### config.mk
export PLATFORM = sky130hd
export DESIGN_NAME = tick_1s
export DESIGN_NICKNAME = d
export VERILOG_FILES = /design/src/rtl/tick_1s_pkg.sv /design/src/rtl/tick_1s.sv
export SDC_FILE = /design/constraint.sdc
export NUM_CORES = 1
export LEC_CHECK = 0
export ABC_CLOCK_PERIOD_IN_PS = 2500
export BUFFER_PORTS_ARGS = -buffer_cell sky130_fd_sc_hd__buf_2
export CORE_MARGIN = 4
export CORE_UTILIZATION = 59
export DETAILED_ROUTE_END_ITERATION = 6
export PLACE_DENSITY = 0.74
export SETUP_SLACK_MARGIN = 0.5
export SYNTH_ARGS = -nofsm -noshare
export SYNTH_HDL_FRONTEND = slang
export SYNTH_SLANG_ARGS = --single-unit
### constraint.sdc
create_clock -name clk -period 2.5 [get_ports clk]
set_clock_uncertainty 0.05 [all_clocks]
set_input_delay 0.125 -clock clk [delete_from_list [all_inputs] [get_ports clk]]
set_output_delay 0.125 -clock clk [all_outputs]
set_load 0.01 [all_outputs]
### src/rtl/tick_1s_pkg.sv
// Shared project constants for timebase users.
// Blocks that instantiate tick_1s pass SYS_CLK_HZ to its CLK_HZ parameter.
package tick_1s_pkg;

   localparam int unsigned SYS_CLK_HZ = 50_000_000;

   // Clock cycles per tick; integer division, remainder discarded.
   function automatic int unsigned tick_div(input int unsigned clk_hz,
                                            input int unsigned tick_hz);
      return clk_hz / tick_hz;
   endfunction

endpackage

### src/rtl/tick_1s.sv
// Free-running timebase: one-cycle strobe every DIV enabled clocks, plus an
// 8-bit wrapping count of strobes issued.
module tick_1s
   import tick_1s_pkg::*;
#(
   parameter int unsigned CLK_HZ  = SYS_CLK_HZ,
   parameter int unsigned TICK_HZ = 1
) (
   input  logic       clk,
   input  logic       rst_n,
   input  logic       en,
   output logic       s,
   output logic [7:0] sec
);

   localparam int unsigned DIV  = tick_div(CLK_HZ, TICK_HZ);
   localparam int unsigned CW   = (DIV < 2) ? 1 : $clog2(DIV);
   localparam logic [CW-1:0] LAST = CW'(DIV - 1);

   if (DIV < 2) begin : g_bad_div
      $error("tick_1s: CLK_HZ / TICK_HZ must be at least 2");
   end

   logic [CW-1:0] cnt_q, cnt_d;
   logic          s_q, s_d;
   logic [7:0]    sec_q, sec_d;

   // Dropping en freezes the phase; the strobe is deferred, never lost.
   always_comb begin
      cnt_d = cnt_q;
      sec_d = sec_q;
      s_d   = 1'b0;
      if (en) begin
         if (cnt_q == LAST) begin
            cnt_d = '0;
            s_d   = 1'b1;
            sec_d = sec_q + 8'd1;
         end else begin
            cnt_d = cnt_q + CW'(1);
         end
      end
   end

   always_ff @(posedge clk or negedge rst_n) begin
      if (!rst_n) begin
         cnt_q <= '0;
         s_q   <= 1'b0;
         sec_q <= 8'd0;
      end else begin
         cnt_q <= cnt_d;
         s_q   <= s_d;
         sec_q <= sec_d;
      end
   end

   assign s   = s_q;
   assign sec = sec_q;

endmodule

==> impl_metrics.tcl <==
set metrics [dict create \
    syn_to_final_growth_pct 13.2 \
    cts.reportedPaths.clkPinSlew_ns 0.11 \
    wl_um 3610 \
    synth_cells 174 \
    synth.distinct_cells 31 \
    drive_above_1_share_pct 19.5 \
    hp-class "in -> reg" \
    die_h_um 63.1 \
    grt_pass1_wl_um 6240 \
    fp.dieW_um 63.1 \
    multiInputGateArea_sq_um 937 \
    coreArea_sq_mm 0.00283 \
    clk_latency_ns 0.34 \
    path_max_fanout 6 \
    grt_pass1_vias 1341 \
    insertedDiodeCount 0 \
    power.leakage_nw 0.985 \
    ir_worst_vdd_v 0.000439 \
    yosysMostFrequentCell "dfrtp_1" \
    rsz0062_at_grt "true" \
    groute.usage.overall_pct 20.3 \
    wl_per_cell_um 16.0 \
    dpl.hpwl_um 2490 \
    crit_path_start "cnt_q[10]$_DFFE_PN0P_" \
    ys_seq_area_share_pct 48.9 \
    start_kind "register" \
    die_area_sq_mm 0.00398 \
    avgSynthCellArea_sq_um 10.3 \
    cts_buffers 5 \
    nets 200 \
    cts.sinks 35 \
    ys_async_sr_fraction_pct 100 \
    postPlaceCellArea_sq_mm 0.00189 \
    drc 0 \
    power_density_mw_per_mm2 521 \
    r2r_start "cnt_q[10]$_DFFE_PN0P_" \
    cts_tree "built" \
    via_per_inst 5.96 \
    cap_violations 0 \
    path_class "reg -> reg" \
    synth_top_cell_by_area "dfrtp_1" \
    syn_area_sq_mm 0.00179 \
    fin_setup_tns_ns 0 \
    grt_max_degree 36 \
    max_freq_mhz 484 \
    tightest_slew_ns 0.757 \
    worstPathArrival_ns 2.27 \
    post-route-period-util_pct 82.6 \
    regArea_sq_um 876 \
    port_buffers 11 \
    grt_overflow_total 0 \
    ant_nets 0 \
    hold_start "en" \
    dr.pass1.iters 4 \
    utilization_pct 71.6 \
    hold_viol 0 \
    syn_nets 180 \
    initial_core_util_pct 63.3 \
    required_ns 2.70 \
    ys_ff_latch 35 \
    drt_iter0_markers 80 \
    cts-root-buf "clkbuf_4" \
    synth-edff-count 0 \
    yosysTopAreaCellShare_pct 48.9 \
    nFillCells 201 \
    drv_slew 0 \
    synthTopCellsByCount "dfrtp_1 (35), nor2_1 (20), xor2_1 (17)" \
    finalSetupViolCount 0 \
    slew_headroom_pct 49.5 \
    ys.flop_type "dfrtp_1" \
    fin_area_sq_mm 0.00203 \
    antenna_found_initial 0 \
    htree_levels 2 \
    ys.warnings.count 0 \
    io-pin-count 12 \
    gp_congestion 0.853 \
    cts.path.max_buffers 2 \
    status "finished clean" \
    num_rows 19 \
    end_kind "register" \
    vias 1346 \
    synthTopCellsByArea "dfrtp_1 (49%), xor2_1 (8.3%), nand4_1 (5.2%)" \
    timing.final.crit_period_ns 2.07 \
]
-- area by class of cell --
cell class                 count  area share [%]
timing repair buffer          18            5.80
multi-input combinational    133            46.2
inverter                       1           0.185
clock buffer                   6            2.04
sequential                    35            43.2
tap                           31            1.91
clock inverter                 2           0.617
-- report_power, final --
group / switching [mW] / internal (mW)
logic: 0.0474 / 0.0423
registers: 0.0596 / 0.602
clock network: 0.195 / 0.109
total: 0.302 / 0.753
-- cell families after synthesis --
logic type / count (synthesis) / share of synthesized area, %
and+or+nand+nor: 90 / 27.8
muxes: 5 / 2.87
DFF: 35 / 48.9
AOI/OAI and AO/OA: 10 / 3.84
buffers and inverters: 6 / 1.82
adders and majority gates: 3 / 2.10
xor gates and xnor gates: 25 / 12.6
-- flip-flops by register name, indices dropped and copies added (netlist names) --
register / count
s: 1
sec: 8
cnt_q: 26
-- through the flow --
stage                     hold WS, ns  worst slack (ns)  std cells  power [mW]
after floorplan                -0.221             0.576        174       0.722
after global placement          0.180             0.495        215       0.751
after detailed placement        0.182             0.428        215       0.759
after CTS                       0.140             0.441        224        1.06
after global routing            0.174             0.373        226        1.13
final                           0.159             0.434        226        1.06
-- worst max-delay path: stages, from the launching register on --
cell,delay (ns)
dfrtp_1,0.44
or4_4,0.54
nor4_4,0.28
and3_4,0.30
nand4_1,0.14
xnor2_1,0.22
-- per-layer routing --
metal / track usage, % / vias to the layer above / share of wire [%]
met5: 0 / - / 0
met4: 7.71 / 0 / 1.4
met3: 5.86 / 6 / 4.9
met2: 32.4 / 33 / 48
met1: 26.0 / 647 / 45
li1: - / 660 / -
-- layout by cell type (no fill, tap or decap), types with 4 or more instances in the layout --
cell type,instances
nand4_1,15
nand2_1,12
xnor2_1,7
nor2_1,20
o21ai_0,4
mux2i_1,4
xor2_1,17
and3_1,8
nor4_1,4
dfrtp_1,35
nand3_1,11
buf_2,11
clkbuf_4,5
buf_4,5
-- worst paths after layout --
check	to	cells past startpoint	slack [ns]
worst max register to register	sec[5]$_DFFE_PN0P_	5	0.43
worst max-delay path	sec[5]$_DFFE_PN0P_	5	0.43
min in group asynchronous	cnt_q[9]$_DFFE_PN0P_	2	0.33
max in group asynchronous	cnt_q[4]$_DFFE_PN0P_	2	1.59
worst min register to register	cnt_q[24]$_DFFE_PN0P_	1	0.46
worst min-delay path	cnt_q[0]$_DFFE_PN0P_	2	0.16
-- timing repair --
action,in CTS,in global routing
pin swaps,0,7
endpoints found under the hold margin,35,0
hold buffers,1,0
buffers inserted,0,2
resized for setup,1,14
endpoints found under the setup margin,17,26
No activity file was read; power rests on OpenSTA's default activity.
